[config.mk]
export PLATFORM = sky130hd
export DESIGN_NAME = conv_frame_sequencer
export DESIGN_NICKNAME = d
export VERILOG_FILES = /design/src/rtl/conv_frame_sequencer_pkg.sv /design/src/rtl/seq_addr_counter.sv /design/src/rtl/conv_frame_sequencer.sv
export SDC_FILE = /design/constraint.sdc
export NUM_CORES = 1
export LEC_CHECK = 0
export CAP_MARGIN = 15
export CORE_MARGIN = 1
export CORE_UTILIZATION = 47
export CTS_BUF_LIST = sky130_fd_sc_hd__clkbuf_16
export CTS_CLUSTER_DIAMETER = 50
export DETAILED_ROUTE_END_ITERATION = 7
export HOLD_SLACK_MARGIN = 0.03
export PLACE_DENSITY = 0.89
export SETUP_SLACK_MARGIN = 0.2
export SKIP_LAST_GASP = 1
export SLEW_MARGIN = 20
export SYNTH_ARGS = -nofsm -noshare
export SYNTH_HDL_FRONTEND = slang
export SYNTH_SLANG_ARGS = --single-unit
[constraint.sdc]
create_clock -name i_CLK -period 2.4 [get_ports i_CLK]
set_input_delay 0.24 -clock i_CLK [delete_from_list [all_inputs] [get_ports i_CLK]]
set_output_delay 0.24 -clock i_CLK [all_outputs]
set_load 0.03 [all_outputs]
[src/rtl/conv_frame_sequencer_pkg.sv]
// ---------------------------------------------------------------------------
// conv_frame_sequencer_pkg
// Shared definitions for the frame sequencer of the 3x3 convolution path:
//   - state_t : FSM state encoding (S_IDLE, S_CLEAR, S_FEED, S_DRAIN, S_DONE)
//   - frame_count() : pixels per frame (WIDTH*HEIGHT)
//   - exp_count()   : valid 3x3 results per frame ((WIDTH-2)*(HEIGHT-2))
// No ports.
// ---------------------------------------------------------------------------
package conv_frame_sequencer_pkg;

    typedef enum logic [2:0] {
        S_IDLE  = 3'd0,
        S_CLEAR = 3'd1,
        S_FEED  = 3'd2,
        S_DRAIN = 3'd3,
        S_DONE  = 3'd4
    } state_t;

    function automatic int frame_count(input int width, input int height);
        return width * height;
    endfunction

    // A 3x3 window without padding loses one pixel on every border.
    function automatic int exp_count(input int width, input int height);
        return (width - 2) * (height - 2);
    endfunction

endpackage

[src/rtl/seq_addr_counter.sv]
// ---------------------------------------------------------------------------
// seq_addr_counter
// Loadable, enable-gated address counter that saturates at LIMIT.
// The internal count is one bit wider than the address so that a full
// 2**AW-entry frame can be represented without wrapping.
// Ports:
//   clk      in   1     clock, rising edge
//   rst_n    in   1     asynchronous reset, active-low
//   load     in   1     load load_val (has priority over en)
//   load_val in   AW+1  value to load
//   en       in   1     count up by one (ignored once tc is set)
//   addr     out  AW    low AW bits of the count
//   tc       out  1     terminal count: count == LIMIT
// ---------------------------------------------------------------------------
module seq_addr_counter #(
    parameter int AW    = 16,
    parameter int LIMIT = 65536
) (
    input  logic          clk,
    input  logic          rst_n,
    input  logic          load,
    input  logic [AW:0]   load_val,
    input  logic          en,
    output logic [AW-1:0] addr,
    output logic          tc
);

    localparam logic [AW:0] LIM = (AW+1)'(LIMIT);

    logic [AW:0] count;

    always_ff @(posedge clk or negedge rst_n) begin
        if (!rst_n) begin
            count <= '0;
        end else if (load) begin
            count <= load_val;
        end else if (en && !tc) begin
            count <= count + 1'b1;
        end
    end

    assign addr = count[AW-1:0];
    assign tc   = (count == LIM);

endmodule

[src/rtl/conv_frame_sequencer.sv]
// ---------------------------------------------------------------------------
// conv_frame_sequencer
// Frame-level controller for the 3x3 line-buffer convolution path. A start
// pulse clears the line buffer, streams one WIDTH x HEIGHT frame from a
// sync-read pixel memory into it, and stores every valid convolution result
// at sequential addresses of a result memory. The frame ends with a one-cycle
// done pulse, or with a sticky error when the datapath goes quiet for
// DRAIN_MAX cycles before all results arrived.
// Ports:
//   i_CLK        in   1     clock, rising edge
//   i_reset      in   1     asynchronous reset, active-low
//   i_start      in   1     frame start request, sampled in IDLE only
//   i_pause      in   1     suppress new pixel reads this cycle
//   o_busy       out  1     high in every state except IDLE
//   o_done       out  1     one-cycle pulse at frame end
//   o_err        out  1     sticky timeout flag, cleared by the next start
//   o_buf_clear  out  1     one-cycle line buffer clear
//   o_rd_en      out  1     pixel memory read enable
//   o_rd_addr    out  AW    pixel memory read address
//   i_rd_data    in   BITW  pixel data, valid one cycle after o_rd_en
//   o_pix_valid  out  1     pixel strobe to the line buffer
//   o_pix        out  BITW  pixel to the line buffer
//   i_conv_valid in   1     result strobe from the conv datapath
//   i_conv       in   ACCW  convolution result
//   o_wr_en      out  1     result memory write enable
//   o_wr_addr    out  AW    result memory write address
//   o_wr_data    out  ACCW  result memory write data
// ---------------------------------------------------------------------------
module conv_frame_sequencer
    import conv_frame_sequencer_pkg::*;
#(
    parameter int BITW      = 8,
    parameter int ACCW      = 20,
    parameter int WIDTH     = 256,
    parameter int HEIGHT    = 256,
    parameter int AW        = 16,
    parameter int DRAIN_MAX = 64
) (
    input  logic            i_CLK,
    input  logic            i_reset,
    input  logic            i_start,
    input  logic            i_pause,
    output logic            o_busy,
    output logic            o_done,
    output logic            o_err,
    output logic            o_buf_clear,
    output logic            o_rd_en,
    output logic [AW-1:0]   o_rd_addr,
    input  logic [BITW-1:0] i_rd_data,
    output logic            o_pix_valid,
    output logic [BITW-1:0] o_pix,
    input  logic            i_conv_valid,
    input  logic [ACCW-1:0] i_conv,
    output logic            o_wr_en,
    output logic [AW-1:0]   o_wr_addr,
    output logic [ACCW-1:0] o_wr_data
);

    localparam int FRAME = frame_count(WIDTH, HEIGHT);
    localparam int EXP   = exp_count(WIDTH, HEIGHT);
    localparam int DW    = $clog2(DRAIN_MAX + 1);

    localparam logic [AW-1:0] RD_LAST     = AW'(FRAME - 1);
    localparam logic [DW-1:0] DRAIN_LIMIT = DW'(DRAIN_MAX);

    state_t          state;
    logic            cnt_load;
    logic            in_stream;
    logic            last_rd;
    logic [AW-1:0]   rd_cnt;
    logic [AW-1:0]   wr_cnt;
    logic            rd_tc;
    logic            wr_tc;
    logic [DW-1:0]   drain_cnt;
    logic            pix_vld_p1;

    assign cnt_load  = (state == S_IDLE) && i_start;
    assign in_stream = (state == S_FEED) || (state == S_DRAIN);

    // Read side: one read per unpaused FEED cycle, never past the frame.
    assign o_rd_en   = (state == S_FEED) && !i_pause && !rd_tc;
    assign o_rd_addr = o_rd_en ? rd_cnt : '0;
    assign last_rd   = o_rd_en && (rd_cnt == RD_LAST);

    // Write side: results pass straight through until EXP have been stored.
    assign o_wr_en   = in_stream && i_conv_valid && !wr_tc;
    assign o_wr_addr = o_wr_en ? wr_cnt : '0;
    assign o_wr_data = o_wr_en ? i_conv : '0;

    seq_addr_counter #(
        .AW    (AW),
        .LIMIT (FRAME)
    ) u_rd_cnt (
        .clk      (i_CLK),
        .rst_n    (i_reset),
        .load     (cnt_load),
        .load_val ('0),
        .en       (o_rd_en),
        .addr     (rd_cnt),
        .tc       (rd_tc)
    );

    seq_addr_counter #(
        .AW    (AW),
        .LIMIT (EXP)
    ) u_wr_cnt (
        .clk      (i_CLK),
        .rst_n    (i_reset),
        .load     (cnt_load),
        .load_val ('0),
        .en       (o_wr_en),
        .addr     (wr_cnt),
        .tc       (wr_tc)
    );

    always_ff @(posedge i_CLK or negedge i_reset) begin
        if (!i_reset) begin
            state       <= S_IDLE;
            o_busy      <= 1'b0;
            o_done      <= 1'b0;
            o_err       <= 1'b0;
            o_buf_clear <= 1'b0;
            drain_cnt   <= '0;
        end else begin
            o_done      <= 1'b0;
            o_buf_clear <= 1'b0;
            case (state)
                S_IDLE: begin
                    if (i_start) begin
                        state       <= S_CLEAR;
                        o_busy      <= 1'b1;
                        o_buf_clear <= 1'b1;
                        o_err       <= 1'b0;
                        drain_cnt   <= '0;
                    end
                end
                S_CLEAR: begin
                    state <= S_FEED;
                end
                S_FEED: begin
                    // All results may already be in; the frame still ends
                    // only once the last pixel read has gone out.
                    if (last_rd) begin
                        if (wr_tc) begin
                            state  <= S_DONE;
                            o_done <= 1'b1;
                        end else begin
                            state <= S_DRAIN;
                        end
                    end
                end
                S_DRAIN: begin
                    if (wr_tc) begin
                        state  <= S_DONE;
                        o_done <= 1'b1;
                    end else if (drain_cnt == DRAIN_LIMIT) begin
                        state  <= S_DONE;
                        o_done <= 1'b1;
                        o_err  <= 1'b1;
                    end else if (i_conv_valid) begin
                        drain_cnt <= '0;
                    end else begin
                        drain_cnt <= drain_cnt + 1'b1;
                    end
                end
                S_DONE: begin
                    state  <= S_IDLE;
                    o_busy <= 1'b0;
                end
                default: begin
                    state  <= S_IDLE;
                    o_busy <= 1'b0;
                end
            endcase
        end
    end

    // Stage p1: read data returns one cycle after the read; the strobe
    // follows the read enable so an in-flight read always lands.
    always_ff @(posedge i_CLK or negedge i_reset) begin
        if (!i_reset) begin
            pix_vld_p1 <= 1'b0;
        end else begin
            pix_vld_p1 <= o_rd_en;
        end
    end

    assign o_pix_valid = pix_vld_p1;
    assign o_pix       = pix_vld_p1 ? i_rd_data : '0;

endmodule

### Word level (Yosys, flattened, before mapping)

Cells that the tools add are included.

| word-level totals | value |
|---|---|
| register bits after elaboration | 49 |
| word-level logic and storage cells | 79 |

| cells by class | value |
|---|---|
| add/subtract/negate cells | 3 |
| equal/unequal tests | 13 |
| mux-type cells | 32 |
| bitwise logic cells | 1 |
| reduce and logical (&&, ||, !) cells | 21 |

Operator list:

| operator | count |
|---|---|
| $mux W17 | 4 |
| $add A17 B1 Y17 const B | 2 |
| $mux W16 | 2 |
| $mux W7 | 4 |
| $mux W20 | 1 |
| $eq A17 B16 Y1 const B | 1 |
| $eq A17 B17 Y1 const B | 1 |
| $eq A16 B16 Y1 const B | 1 |
| $mux W3 | 5 |
| $pmux W7 S2 | 1 |
| $pmux W3 S4 | 1 |
| $mux W1 | 10 |
| $logic_and A1 B1 Y1 | 8 |
| $mux W8 | 1 |
| $ne A2 B2 Y1 const B | 4 |
| $reduce_and A4 Y1 | 2 |
| $add A7 B1 Y7 const B | 1 |
| $eq A7 B7 Y1 const B | 1 |
| $eq A3 B2 Y1 const B | 2 |
| $pmux W1 S2 | 3 |
| $reduce_bool A2 Y1 | 3 |
| $eq A3 B1 Y1 const B | 1 |
| $logic_not A1 Y1 | 3 |
| $logic_not A3 Y1 | 1 |
| 7 further kinds | 7 |

### Logic depth before layout (Yosys ltp)

| logic depth | value |
|---|---|
| depth after elaboration | 7 |
| depth in mapped cells | 9 |
| gate-level depth less buffers | 7 |

### Cells and area by module

A second synthesis with hierarchy kept.

| second synthesis, totals | value |
|---|---|
| cell total of the unflattened synthesis | 408 |
| area total of the unflattened synthesis | 3562.2 µm² |

Modules (own cells, without submodules):

| module | times used | cells an instance | area each (µm²) | sequential area each (µm²) |
|---|---|---|---|---|
| conv_frame_sequencer | 1 | 143 | 1222.4 | 375.4 |
| seq_addr_counter (u_wr_cnt) | 1 | 132 | 1177.4 | 425.4 |
| seq_addr_counter (u_rd_cnt) | 1 | 133 | 1162.4 | 425.4 |

### Worst setup path before layout

Ideal clock, no wire load.

| timing path | value |
|---|---|
| path kind | register to register |
| from | register u_wr_cnt.count[0] |
| to | register drain_cnt[3] |
| arrival time | 1.987 ns |
| slack | 0.344 ns |
| cell stages (with the launch flop) | 10 |
| clock period less this slack | 2.056 ns |
| cell sequence | dfrtp_1 inv_1 ha_1 and4b_1 and4_4 buf_6 or2_1 buf_6 or4_1 nand3_1 |

| between the ends | value |
|---|---|
| longest elaborated chain between the ends | 3 |

Ends and longest elaborated chain:

| item | RTL line | RTL |
|---|---|---|
| start: declaration | seq_addr_counter.sv:30 | `logic [AW:0] count;` |
| start signal: assignment | seq_addr_counter.sv:36 | `count <= load_val;` |
| start signal: assignment | seq_addr_counter.sv:38 | `count <= count + 1'b1;` |
| $eq A17 B16 Y1 | seq_addr_counter.sv:43 | `assign tc = (count == LIM);` |
| $ne A2 B2 Y1 (no source line) | - |  |
| $reduce_and A4 Y1 (no source line) | - |  |
| end signal: assignment | conv_frame_sequencer.sv:163 | `drain_cnt <= drain_cnt + 1'b1;` |
| end: declaration | conv_frame_sequencer.sv:74 | `logic [DW-1:0] drain_cnt;` |

No other way between the ends.
A chain may end at the register's enable or synchronous reset.

### Final worst setup path

| timing path | value |
|---|---|
| from | register u_wr_cnt.count[7] |
| to | output o_wr_en |

| between the ends | value |
|---|---|
| longest elaborated chain between the ends | 3 |

Ends and longest elaborated chain:

| item | RTL line | RTL |
|---|---|---|
| $eq A17 B16 Y1 | seq_addr_counter.sv:43 |  |
| $logic_not A1 Y1 | conv_frame_sequencer.sv:86 | `assign o_wr_en = in_stream && i_conv_valid && !wr_tc;` |
| $logic_and A1 B1 Y1 | conv_frame_sequencer.sv:86 |  |
| end: declaration | conv_frame_sequencer.sv:54 | `output logic o_wr_en,` |

No other way between the ends.

==> results.py <==
metrics = {
    "final_layout": {
        "drive_gt1_share_pct": 24.1,
        "mostFrequentLayoutCells": "and3_1 (54), dfrtp_1 (49), clkdlybuf4s50_1 (44), buf_2 (44), nor2_1 (40)",
        "multi_input_area_sq_um": 1750,
        "syn2layout_area_growth_pct": 42.1,
        "seq_area_sq_um": 1230,
        "final_nets": 500,
        "final_common_cell": "and3_1",
        "fillers": 445,
        "diodes": 0,
    },
    "sta": {
        "fin_worst_skew_ps": 4.95,
        "fin_ws_ps": 134,
        "finalHoldViolCount": 0,
        "slew_headroom_pct": 69.8,
        "fin_hold_ws_ps": 394,
        "worst_slew_pin_slew_ps": 449,
        "rsz0062_at_grt": "false",
        "max_freq_mhz": 441,
        "setup_tns_ps": 0,
        "min_period_over_period_pct": 94.4,
        "finalMaxSlewViolations": 0,
        "setup_viol": 0,
        "finalCriticalPeriod_ps": 2270,
    },
    "routing": {
        "drc": 0,
        "viasPerCell": 6.06,
        "firstDrtPassIters": 5,
        "routed_wl_microns": 10000,
        "drt_iter0_drc": 284,
        "postRouteAntennaNets": 0,
        "num_vias": 3250,
        "wl_per_cell_microns": 18.7,
    },
    "placement": {
        "dp_slack_ps": 62.5,
        "portBuffers": 99,
        "hpwlAfterDp_microns": 6310,
        "gp_congestion": 0.877,
    },
    "synth": {
        "synth-simple-area-share_pct": 39.6,
        "synth.top_cell.area_share_pct": 40.2,
        "synthMuxAreaShare_pct": 0.657,
        "postSynthCellCount": 345,
        "synth_fa_ha_area_share_pct": 2.46,
        "synthXorXnorAreaFrac_pct": 7.47,
        "synth_cell_types": 50,
        "ys_ff_latch": 49,
        "postSynth.topFlopCell": "dfrtp_1",
        "seq_area_frac_synth_pct": 40.2,
        "ys_warn_count": 0,
        "yosys.area.top_type": "dfrtp_1",
        "synth_async_sr_flop_share_pct": 100,
        "synth_area_sq_um": 3050,
        "synth_top_family_by_area": "simple AND/OR/NAND/NOR gates",
        "synth_compound_area_share_pct": 5.25,
        "synth_edf_count": 0,
        "synth.area.top_cells": "dfrtp_1 (40%), and3_1 (11%), xor2_1 (5.5%), nor2_1 (4.9%), nand4_1 (3.7%)",
        "avgSynthCellArea_sq_um": 8.83,
        "synth.net_count": 384,
    },
    "global_route": {
        "grtUsageMet2_pct": 46.0,
        "groute.usage.overall_pct": 27.5,
        "gr-usage-met1_pct": 36.0,
        "grt_overflow_total": 0,
        "antenna_found_initial": 0,
        "grt_pass1_wl_microns": 14200,
        "grt_busiest_layer": "met2",
        "grt_pass1_vias": 2924,
        "grt_max_degree": 43,
        "grt_use_met3_pct": 3.85,
    },
    "die": {
        "die_h_microns": 82.5,
        "core-area_sq_um": 6100,
        "rows": 28,
        "die_w_microns": 82.5,
        "pin_count": 100,
        "die_area_sq_um": 6810,
        "initial_utilization_pct": 50.0,
    },
    "critical_path": {
        "criticalPathCategory": "flip-flop to output pin",
        "crit_path_end_kind": "output pin",
        "slowest_stage": "dfrtp_1",
        "path_common_cell": "buf_4",
        "path_max_fanout": 9,
        "path_buf_inv": 2,
        "path_cells": "buf_4 -> nor4_1 -> and4_4 -> and2b_2 -> buf_4",
        "cp_data_required_time_ps": 2160,
        "path_delay_family": "simple AND/OR/NAND/NOR gates",
        "arrival_ps": 2030,
        "critical-path-max-stage-delay_ps": 430,
        "start_kind": "flip-flop",
    },
    "flow_run": {
        "maxCapViolations": 0,
    },
    "clocking": {
        "clock_path_buffers": 2,
        "clk-insertion-delay-late_ps": 290,
        "cts_tree": "yes",
        "cts.reportedPaths.clkPinSlew_ps": 70,
        "numCtsBuffers": 5,
        "clockRootBuffer": "clkbuf_16",
        "cts_sinks": 49,
        "h-tree-depth": 2,
    },
    "power_and_ir_drop": {
        "p_sw_share_pct": 37.1,
        "total_leakage_power_uw": 0.00223,
        "pwr-share-clk_pct": 23.7,
        "ir_drop_uv": 381,
        "p_seq_share_pct": 36.6,
        "p_per_area_nw_per_um2": 662,
        "combPwrFrac_pct": 39.7,
        "intPower_uw": 1800,
        "p_sw_uw": 1060,
    },
    "min_path": {
        "min_path_type": "input pin to asynchronous set/reset pin",
    },
    "run_status": {
        "status": "completed",
    },
}
==> what timing repair did <==
| item | in CTS | in global routing |
|---|---|---|
| setup buffers | 0 | 4 |
| cloned | 0 | 4 |
| endpoints found under the hold margin | 14 | 0 |
| hold buffers | 1 | 0 |
| resized for setup | 169 | 113 |
| pin swaps | 1 | 0 |
| endpoints found under the setup margin | 51 | 51 |
==> power groups by stage <==
stage                     Sequential (uW)  Combinational, uW  Clock, uW
after global routing                 1050               1200        717
after floorplan                      1060                533          0
after CTS                            1030               1070        670
after detailed placement             1030               1080          0
after global placement               1020               1040          0
final                                1050               1140        680
==> kinds of logic (layout without fill, tap and decap cells) <==
family | after synthesis | in the layout
flip-flops | 49 | 49
buffers and inverters | 31 | 147
multiplexers | 2 | 2
AO/OA/AOI/OAI | 24 | 24
XOR/XNOR | 26 | 26
AND/OR/NAND/NOR | 207 | 207
adder cells (fa/ha/maj) | 6 | 6
==> cell usage after synthesis (2+ instances only) <==
cell and number:
nand2b_1 4, mux2i_1 2, or4_1 4, nor3_1 3, dfrtp_1 49, nand3b_1 3, clkbuf_1 17, a22o_1 2
nand4b_1 2, xnor2_1 7, o21ai_0 2, nor4_1 5, o211ai_1 2, and3_1 54, nor4b_1 4, a31oi_1 3
a21oi_1 9, and4_1 4, ha_1 6, nand4_1 18, and2_1 16, inv_1 9, or2_2 3, o31ai_1 2
nand3_1 14, xor2_1 19, nor2_1 40, nand2_1 19, buf_6 2
==> worst paths after layout <==
kind,from,end,slack [ps],depth (start not counted)
max in group asynchronous,i_reset,u_rd_cnt.count[6],1430,3
min reg2reg,o_err,o_err,520,1
min in group i_CLK,o_err,o_err,520,1
min,i_reset,u_wr_cnt.count[15],390,2
max,u_wr_cnt.count[7],o_wr_en,130,5
max reg2reg,u_wr_cnt.count[1],drain_cnt[4],370,7
==> registers in the layout (all words and copies together) (netlist names) <==
register	cells
drain_cnt	7
o_buf_clear	1
o_busy	1
o_done	1
o_err	1
o_pix_valid	1
state	3
u_rd_cnt.count	17
u_wr_cnt.count	17
==> metrics by stage <==
| stage | instances | utilization [%] | cell area, sq um | power (uW) |
|---|---|---|---|---|
| after global routing | 536 | 71.0 | 4330 | 2970 |
| final | 536 | 71.0 | 4330 | 2870 |
| after detailed placement | 520 | 69.3 | 4230 | 2110 |
| after CTS | 528 | 72.6 | 4430 | 2760 |
| after floorplan | 345 | - | 3050 | 1590 |
| after global placement | 520 | 69.3 | 4230 | 2060 |
==> cell type report <==
type | count | share of cell area [%]
clock buffers | 5 | 2.89
clock inverters | 2 | 0.173
inverters | 10 | 0.867
multi-input cells | 265 | 40.5
flip-flops and latches | 49 | 28.3
well taps | 75 | 2.17
repair buffers | 130 | 25.1
==> per-layer routing <==
metal  up-vias  part of all wire, %
met4         0                  3.0
met5         -                    0
met2       177                   51
met3        35                  6.2
met1      1583                   40
li1       1455                    -
Power figures use the tool's default switching activity.
